===== config.mk =====
export PLATFORM = sky130hd
export DESIGN_NAME = greenhouse_actuator_sequencer
export DESIGN_NICKNAME = d
export VERILOG_FILES = /design/src/rtl/greenhouse_actuator_sequencer.sv
export SDC_FILE = /design/constraint.sdc
export NUM_CORES = 1
export LEC_CHECK = 0
export ABC_AREA = 1
export CORE_UTILIZATION = 50
export DETAILED_ROUTE_END_ITERATION = 8
export PLACE_DENSITY_LB_ADDON = 0.12
export SLEW_MARGIN = 10
export SYNTH_ARGS = -nofsm -noshare
export SYNTH_HDL_FRONTEND = slang
export SYNTH_SLANG_ARGS = --single-unit
export TNS_END_PERCENT = 5

===== constraint.sdc =====
create_clock -name clk -period 1.95 [get_ports clk]
set_input_delay 0.585 -clock clk [delete_from_list [all_inputs] [get_ports clk]]
set_output_delay 0.585 -clock clk [all_outputs]
set_load 0.005 [all_outputs]

===== src/rtl/greenhouse_actuator_sequencer.sv =====
// Purpose: synchronise and debounce N_CH sensor requests, then drive one actuator at a time by fixed priority.
// Latency: a held request drives its actuator DEBOUNCE+3 edges after it first changes (2 sync + DEBOUNCE + 1 FSM).
// Backpressure: none; the actuators are always ready and requests are sampled every cycle.
module greenhouse_actuator_sequencer #(
    parameter int N_CH     = 6,   // 2..16, index N_CH-1 is the emergency (gas) channel
    parameter int DEBOUNCE = 4,   // >= 1
    parameter int MIN_ON   = 16,  // >= 1
    parameter int MAX_ON   = 64,  // >= MIN_ON
    parameter int GAP_CYC  = 2    // >= 1
) (
    input  logic            clk,
    input  logic            reset_n,
    input  logic [N_CH-1:0] S,
    input  logic            emerg_ack,
    input  logic            fault_clr,
    output logic [N_CH-1:0] A,
    output logic [1:0]      state,
    output logic [3:0]      active_ch,
    output logic [N_CH-1:0] req_filt,
    output logic [N_CH-1:0] fault_mask,
    output logic            busy
);

    localparam int DB_W  = (DEBOUNCE > 1) ? $clog2(DEBOUNCE) : 1;
    localparam int ON_W  = $clog2(MAX_ON + 1);
    localparam int GAP_W = $clog2(GAP_CYC + 1);

    localparam logic [N_CH-1:0] EMERG_BIT = {1'b1, {(N_CH-1){1'b0}}};
    localparam logic [N_CH-1:0] ONE_BIT   = {{(N_CH-1){1'b0}}, 1'b1};
    localparam logic [3:0]      EMERG_IDX = 4'(N_CH - 1);

    typedef enum logic [1:0] {
        ST_IDLE  = 2'd0,
        ST_RUN   = 2'd1,
        ST_GAP   = 2'd2,
        ST_EMERG = 2'd3
    } state_t;

    state_t              state_q;
    logic [N_CH-1:0]     sync1;
    logic [N_CH-1:0]     sync2;
    logic [DB_W-1:0]     db_cnt [N_CH];
    logic [ON_W-1:0]     on_cnt;
    logic [GAP_W-1:0]    gap_cnt;

    logic [N_CH-1:0]     eligible;
    logic                emerg_req;
    logic                win_any;
    logic [3:0]          win_idx;
    logic                cur_elig;

    // One-hot drive pattern for a channel index (shift avoids an index wider than the bus).
    function automatic logic [N_CH-1:0] onehot(input logic [3:0] idx);
        onehot = ONE_BIT << idx;
    endfunction

    // Two-flop synchroniser on the raw, asynchronous sensor pins.
    always_ff @(posedge clk or negedge reset_n) begin
        if (!reset_n) begin
            sync1 <= '0;
            sync2 <= '0;
        end else begin
            sync1 <= S;
            sync2 <= sync1;
        end
    end

    // Per-channel debounce: count consecutive samples that disagree with the filtered value,
    // flip the filtered value on the DEBOUNCE-th one; any agreeing sample restarts the count.
    always_ff @(posedge clk or negedge reset_n) begin
        if (!reset_n) begin
            req_filt <= '0;
            for (int i = 0; i < N_CH; i++) begin
                db_cnt[i] <= '0;
            end
        end else begin
            for (int i = 0; i < N_CH; i++) begin
                if (sync2[i] != req_filt[i]) begin
                    if (db_cnt[i] == DB_W'(DEBOUNCE - 1)) begin
                        req_filt[i] <= sync2[i];
                        db_cnt[i]   <= '0;
                    end else begin
                        db_cnt[i] <= db_cnt[i] + DB_W'(1);
                    end
                end else begin
                    db_cnt[i] <= '0;
                end
            end
        end
    end

    // The emergency channel can never be masked, even if a stray fault bit existed.
    assign eligible  = req_filt & ~(fault_mask & ~EMERG_BIT);
    assign emerg_req = req_filt[N_CH-1];

    // In RUN, A is exactly one-hot(active_ch), so this tests whether the running request is still eligible.
    assign cur_elig  = |(eligible & A);

    // Fixed-priority pick: the highest eligible index wins.
    always_comb begin
        win_any = 1'b0;
        win_idx = '0;
        for (int i = 0; i < N_CH; i++) begin
            if (eligible[i]) begin
                win_any = 1'b1;
                win_idx = 4'(i);
            end
        end
    end

    // Sequencer FSM with registered actuator drive, active channel, timers and fault lockout.
    always_ff @(posedge clk or negedge reset_n) begin
        if (!reset_n) begin
            state_q    <= ST_IDLE;
            A          <= '0;
            active_ch  <= '0;
            on_cnt     <= '0;
            gap_cnt    <= '0;
            fault_mask <= '0;
        end else begin
            // Clear takes effect next cycle; a coincident fault set below overrides it for its channel.
            if (fault_clr) begin
                fault_mask <= '0;
            end

            case (state_q)
                ST_IDLE: begin
                    if (emerg_req) begin
                        state_q   <= ST_EMERG;
                        A         <= EMERG_BIT;
                        active_ch <= EMERG_IDX;
                        on_cnt    <= '0;
                    end else if (win_any) begin
                        state_q   <= ST_RUN;
                        A         <= onehot(win_idx);
                        active_ch <= win_idx;
                        on_cnt    <= ON_W'(1);
                    end
                end

                ST_RUN: begin
                    if (emerg_req) begin
                        // Gas emergency pre-empts immediately, ignoring minimum on-time and the gap.
                        state_q   <= ST_EMERG;
                        A         <= EMERG_BIT;
                        active_ch <= EMERG_IDX;
                        on_cnt    <= '0;
                    end else if (on_cnt < ON_W'(MIN_ON)) begin
                        on_cnt <= on_cnt + ON_W'(1);
                    end else if ((on_cnt == ON_W'(MAX_ON)) && cur_elig) begin
                        // Stuck request: lock the channel out and open a gap.
                        fault_mask <= (fault_clr ? '0 : fault_mask) | A;
                        state_q    <= ST_GAP;
                        A          <= '0;
                        active_ch  <= '0;
                        on_cnt     <= '0;
                        gap_cnt    <= GAP_W'(1);
                    end else if (!win_any || (win_idx != active_ch)) begin
                        state_q   <= ST_GAP;
                        A         <= '0;
                        active_ch <= '0;
                        on_cnt    <= '0;
                        gap_cnt   <= GAP_W'(1);
                    end else if (on_cnt != ON_W'(MAX_ON)) begin
                        on_cnt <= on_cnt + ON_W'(1);
                    end
                end

                ST_GAP: begin
                    if (emerg_req) begin
                        state_q   <= ST_EMERG;
                        A         <= EMERG_BIT;
                        active_ch <= EMERG_IDX;
                        on_cnt    <= '0;
                    end else if (gap_cnt == GAP_W'(GAP_CYC)) begin
                        if (win_any) begin
                            state_q   <= ST_RUN;
                            A         <= onehot(win_idx);
                            active_ch <= win_idx;
                            on_cnt    <= ON_W'(1);
                        end else begin
                            state_q   <= ST_IDLE;
                            A         <= '0;
                            active_ch <= '0;
                        end
                    end else begin
                        gap_cnt <= gap_cnt + GAP_W'(1);
                    end
                end

                ST_EMERG: begin
                    // Latched: only an acknowledge after the gas request has cleared releases it.
                    if (!emerg_req && emerg_ack) begin
                        state_q   <= ST_GAP;
                        A         <= '0;
                        active_ch <= '0;
                        on_cnt    <= '0;
                        gap_cnt   <= GAP_W'(1);
                    end
                end

                default: begin
                    state_q   <= ST_IDLE;
                    A         <= '0;
                    active_ch <= '0;
                end
            endcase
        end
    end

    assign state = state_q;
    assign busy  = (state_q != ST_IDLE);

endmodule


* Word level (Yosys, flattened, before mapping) *
Index checks and enable logic that the tools add are counted.
W data, S select, Z words.

operators by class
  shift operators = 1
  $lt $le $gt $ge = 1
  reductions and logical operators = 18
  bitwise gates (word level) = 4
  mux-type cells = 80
  $add $sub $neg = 8
  eq/ne operators = 30

operator list
  kind                   number
  $mux W6                15
  $mux W7                10
  $mux W2                28
  $mux W4                14
  $pmux W7 S4            1
  $pmux W6 S4            1
  $eq A2 B2 Y1 const B   9
  $pmux W4 S4            1
  $add A2 B1 Y2 const B  7
  $and A6 B6 Y6          2
  $ne A3 B3 Y1 const B   4
  $reduce_and A2 Y1      6
  $ne A2 B2 Y1 const B   5
  $mux W1                8
  $pmux W2 S4            1
  $add A7 B1 Y7 const B  1
  $eq A7 B7 Y1 const B   1
  $lt A7 B5 Y1 const B   1
  $ne A7 B7 Y1 const B   1
  $reduce_and A7 Y1      1
  $ne A1 B1 Y1           6
  $ne A6 B6 Y1 const B   1
  $not A5 Y6             1
  $or A6 B6 Y6           1
  14 further kinds       16

word-level totals
  bits of input ports = 10
  output and inout port bits = 25
  flip-flop bits (word level) = 57

* Logic depth before layout (Yosys ltp) *
Gate-level depths: netlist (run 1).

  depth in word-level cells = 15
  depth in mapped cells = 15

* Least setup slack after synthesis (run 1) *
No wires, ideal clock.

  path type = reg-to-reg
  start point = register req_filt[5]
  end point = register active_ch[2]
  required time = 1.833 ns
  setup slack = 0.323 ns
  cell stages (with the launch flop) = 15
  buffers on the path = 2
  data arrival time = 1.510 ns
  cells stage by stage = dfrtp_1 -> buf_6 -> inv_4 -> nand2_2 -> nor2_2 -> nand2_2 -> nand2_1 -> nor2_2 -> nand3_2 -> nand2_4 -> nand2_4 -> nand2_4 -> buf_12 -> nand2_1 -> nand2_1

between the ends
  cells in the longest elaborated chain, start to end = 8

RTL lines
  element                           line  RTL
  start: declaration                19    output logic [N_CH-1:0] req_filt,
  start signal: indexed assignment  80    req_filt[i] <= sync2[i];
  $and A6 B6 Y6                     93    assign eligible = req_filt & ~(fault_mask & ~EMERG_BIT);
  $and A6 B6 Y6                     97    assign cur_elig = |(eligible & A);
  $reduce_or A6 Y1                  97
  $logic_and A1 B1 Y1               150   end else if ((on_cnt == ON_W'(MAX_ON)) && cur_elig) begin
  $mux W4                           150
  $mux W4                           148   end else if (on_cnt < ON_W'(MIN_ON)) begin
  $mux W4                           142   if (emerg_req) begin
  $pmux W4 S4                       126   case (state_q)
  end signal: assignment            136   active_ch <= win_idx;
  end signal: assignment            179   active_ch <= win_idx;
  end: declaration                  18    output logic [3:0] active_ch,

Parallel ways exist; a longest one is shown, timed or not. The select of a mux whose other input is x is not followed.
A chain may end at the register's enable or synchronous reset.

* Final worst setup path (run 1) *
  start point = register state_q[1], in the netlist state[1]
  end point = output state[1]

RTL lines
  element                   line  RTL
  start: declaration        39    state_t state_q;
  start signal: assignment  114   state_q <= ST_IDLE;
  start signal: assignment  129   state_q <= ST_EMERG;
  start signal: assignment  134   state_q <= ST_RUN;
  end: declaration          17    output logic [1:0] state,

No word-level cell between the ends.

==> impl_metrics.tcl, run 1 <==
set metrics [dict create \
    status "finished, final reports clean" \
    hpwl_um 3820 \
    crit_buf_inv 2 \
    finalCritPeriodShare 0.975 \
    ys_seq_area_frac 0.526 \
    grt_pass1_vias 1806 \
    cts_buffers 5 \
    fin_area_mm2 0.00332 \
    fmax_ghz 0.526 \
    cts_root_buffer "clkbuf_8" \
    cpPeakStageDelay_ns 0.43 \
    hold_violations 0 \
    dr.pass1.iters 4 \
    grt_pass1_wl_um 8290 \
    grt_usage 0.198 \
    switching_power_w 0.00200 \
    r2r_start "state[1]$_DFFE_PN0P_" \
    r2r_setup_slack_ns 0.13 \
    yosys_warnings 0 \
    crit_path_top_delay_cell "dfrtp_2" \
    startpoint "state[1]$_DFFE_PN0P_" \
    cp.arrival_ns 1.32 \
    swShare 0.409 \
    synth_fp_nets 307 \
    wl_um 5430 \
    skew_ns 0.0115 \
    final_cell_mix "nand2_1 (56), dfrtp_1 (53), inv_1 (43)" \
    combPwrFrac 0.478 \
    final_util 0.651 \
    wl_per_cell_um 13.2 \
    placed_area_mm2 0.00310 \
    syn_avg_cell_area_um2 9.25 \
    drive_gt1_frac 0.185 \
    p_leak_nw 1.60 \
    synth-seq-cells 56 \
    setup_viol 0 \
    nNetsFinal 358 \
    fillCellCount 434 \
    syn_inst 288 \
    crit_path_end "state[1]" \
    overflow 0 \
    start_util 0.522 \
    antenna_found_initial 0 \
    start_kind "register" \
    pre_cts_ws_ns -0.0248 \
    min_period_ns 1.90 \
    clock_sinks 56 \
    path_cells "buf_4, clkdlybuf4s50_1" \
    final_common_cell "nand2_1" \
    drc 0 \
    critPathKind "register to output port" \
    maxCapViolations 0 \
    drv_slew 0 \
    rsz0062_at_grt "yes" \
    synth_area_mm2 0.00266 \
    diodes 0 \
    cts_tree "built" \
    ir_worst_vdd_uv 895 \
    hold_class "input pin to async pin" \
    htree_levels 2 \
    drt_iter0_drc 122 \
    core_mm2 0.00511 \
    required_ns 1.36 \
    die_y_um 75.0 \
    num_rows 26 \
    rr_worst_depth 12 \
    port_buffers 33 \
    clockBufferDepth 2 \
    gp_congestion 0.874 \
    die_area_mm2 0.00562 \
    viasPerCell 5.00 \
    vias 2050 \
    crit_cells 2 \
    postRouteAntennaNets 0 \
    grt_max_degree 19 \
    fp.dieW_um 75.0 \
    power_frac_clock 0.160 \
    cp_top_family "buffers and inverters" \
    power_density_mw_per_mm2 1470 \
    synth_cell_types 33 \
    finalSetupTns_ns 0 \
    r2r_end "active_ch[2]$_DFFE_PN0P_" \
    area_growth_pct 24.8 \
    endpoint_kind "output port" \
    worst-path-max-fanout 3 \
    clk_pin_slew_ns 0.11 \
    io_pins 35 \
    worstSkewPairLatency_ns 0.31 \
    postCtsHoldBufs 0 \
    seqPwrFrac 0.362 \
    p_int_w 0.00289 \
    layout_setup_ws_ns 0.0483 \
]
## cells by family (layout without fill, tap and decap cells)
| group | count (synthesis) | count (layout) | share of synthesized area |
|---|---|---|---|
| muxes | 3 | 3 | 0.0127 |
| AOI/OAI and AO/OA | 34 | 34 | 0.0831 |
| adders and majority gates | 9 | 9 | 0.0423 |
| other | 1 | 1 | 0.00141 |
| and+or+nand+nor | 124 | 125 | 0.215 |
| buffers and inverters | 50 | 101 | 0.0831 |
| xor gates and xnor gates | 11 | 11 | 0.0362 |
| DFF | 56 | 56 | 0.526 |
## worst reg2reg max path: stages, from the launching register on
cell	delay [ns]
dfrtp_2	0.39
buf_4	0.13
buf_4	0.12
inv_1	0.06
nor2_2	0.15
inv_1	0.09
o31ai_1	0.21
inv_1	0.09
o21ai_0	0.10
inv_2	0.10
buf_4	0.15
nand3_1	0.07
nand2_1	0.06
## routing by layer
| layer | vias up | share of wire | GRT usage |
|---|---|---|---|
| met4 | 0 | 0.010 | 0.0503 |
| met1 | 991 | 0.47 | 0.271 |
| met2 | 42 | 0.48 | 0.320 |
| met3 | 4 | 0.038 | 0.0428 |
| met5 | - | 0 | 0 |
| li1 | 1013 | - | - |
## flip-flops by register name, summed over array words and instances, names as in the netlist
register,flops
db_cnt,12
on_cnt,7
A,6
fault_mask,6
req_filt,6
sync1,6
sync2,6
active_ch,3
gap_cnt,2
state,2
## cells in the mapped netlist
cell type  count  share of area
nand2_2        4         0.0094
inv_1         45          0.063
or2_1          3         0.0070
nand2_1       61          0.086
o21ai_2        8          0.026
and3_1         1         0.0024
nand3_2        1         0.0038
or2_2          2         0.0047
dfrtp_1       56           0.53
a21oi_1        1         0.0019
o2111ai_1      1         0.0033
nor2_2         3         0.0070
conb_1         1         0.0014
xor2_1         4          0.013
nand4_1        2         0.0047
nor3_2         1         0.0038
ha_1           9          0.042
nand3_1       15          0.028
xnor2_1        7          0.023
mux2_2         3          0.013
o211ai_1       1         0.0028
o21ai_0       14          0.026
nand3b_1       2         0.0056
buf_12         1         0.0075
nor3_1         7          0.013
inv_4          1         0.0024
nor2_1        19          0.027
buf_4          2         0.0056
buf_6          1         0.0042
nand2_4        3          0.013
o31ai_1        1         0.0028
o22ai_1        7          0.016
a21oi_2        1         0.0033
## through the flow
stage	hold WS (ns)	total power, W	std cells
final	0.177	0.00489	410
after global routing	0.201	0.00525	410
after CTS	0.189	0.00476	407
after detailed placement	0.338	0.00390	395
after global placement	0.334	0.00385	395
after floorplan	0.289	0.00322	288
## what timing repair did
item,4_1_cts,5_1_grt
pin swaps,1,4
resized for setup,6,16
setup endpoints to repair,4,18
buffers inserted,4,2
cloned,0,1
## area by class of cell
cell class	count	area (um2)	area share
sequential	56	1410	0.423
multi-input combinational	183	1090	0.329
timing repair buffer	47	449	0.135
inverter	46	175	0.0527
tap	70	87.6	0.0263
clock buffer	5	68.8	0.0207
clock inverter	3	46.3	0.0139
## power by group through the flow
stage	Clock (W)	Sequential (W)	Combinational (W)
2_1_floorplan	0	0.00171	0.00151
3_3_place_gp	0	0.00178	0.00207
3_5_place_dp	0	0.00178	0.00212
4_1_cts	0.000799	0.00176	0.00220
5_1_grt	0.000835	0.00181	0.00260
6_report	0.000781	0.00177	0.00234
## worst min path at each step
stage                                     to  slack, ns  cells after the start
after floorplan             A[0]$_DFFE_PN0P_       0.29                      0
after global placement    sync2[3]$_DFF_PN0_       0.33                      0
after detailed placement  sync2[1]$_DFF_PN0_       0.34                      0
after CTS                   A[0]$_DFFE_PN0P_       0.19                      1
after global routing        A[0]$_DFFE_PN0P_       0.20                      1
final                       A[0]$_DFFE_PN0P_       0.18                      1
(Power assumes the default switching activity.)
==> inputs of run 2 (changes only) <==
CTS_CLUSTER_SIZE = 14   (was default)
==> results of run 2 <==
No change in the layout: final DEF, timing and power equal those of run 1.
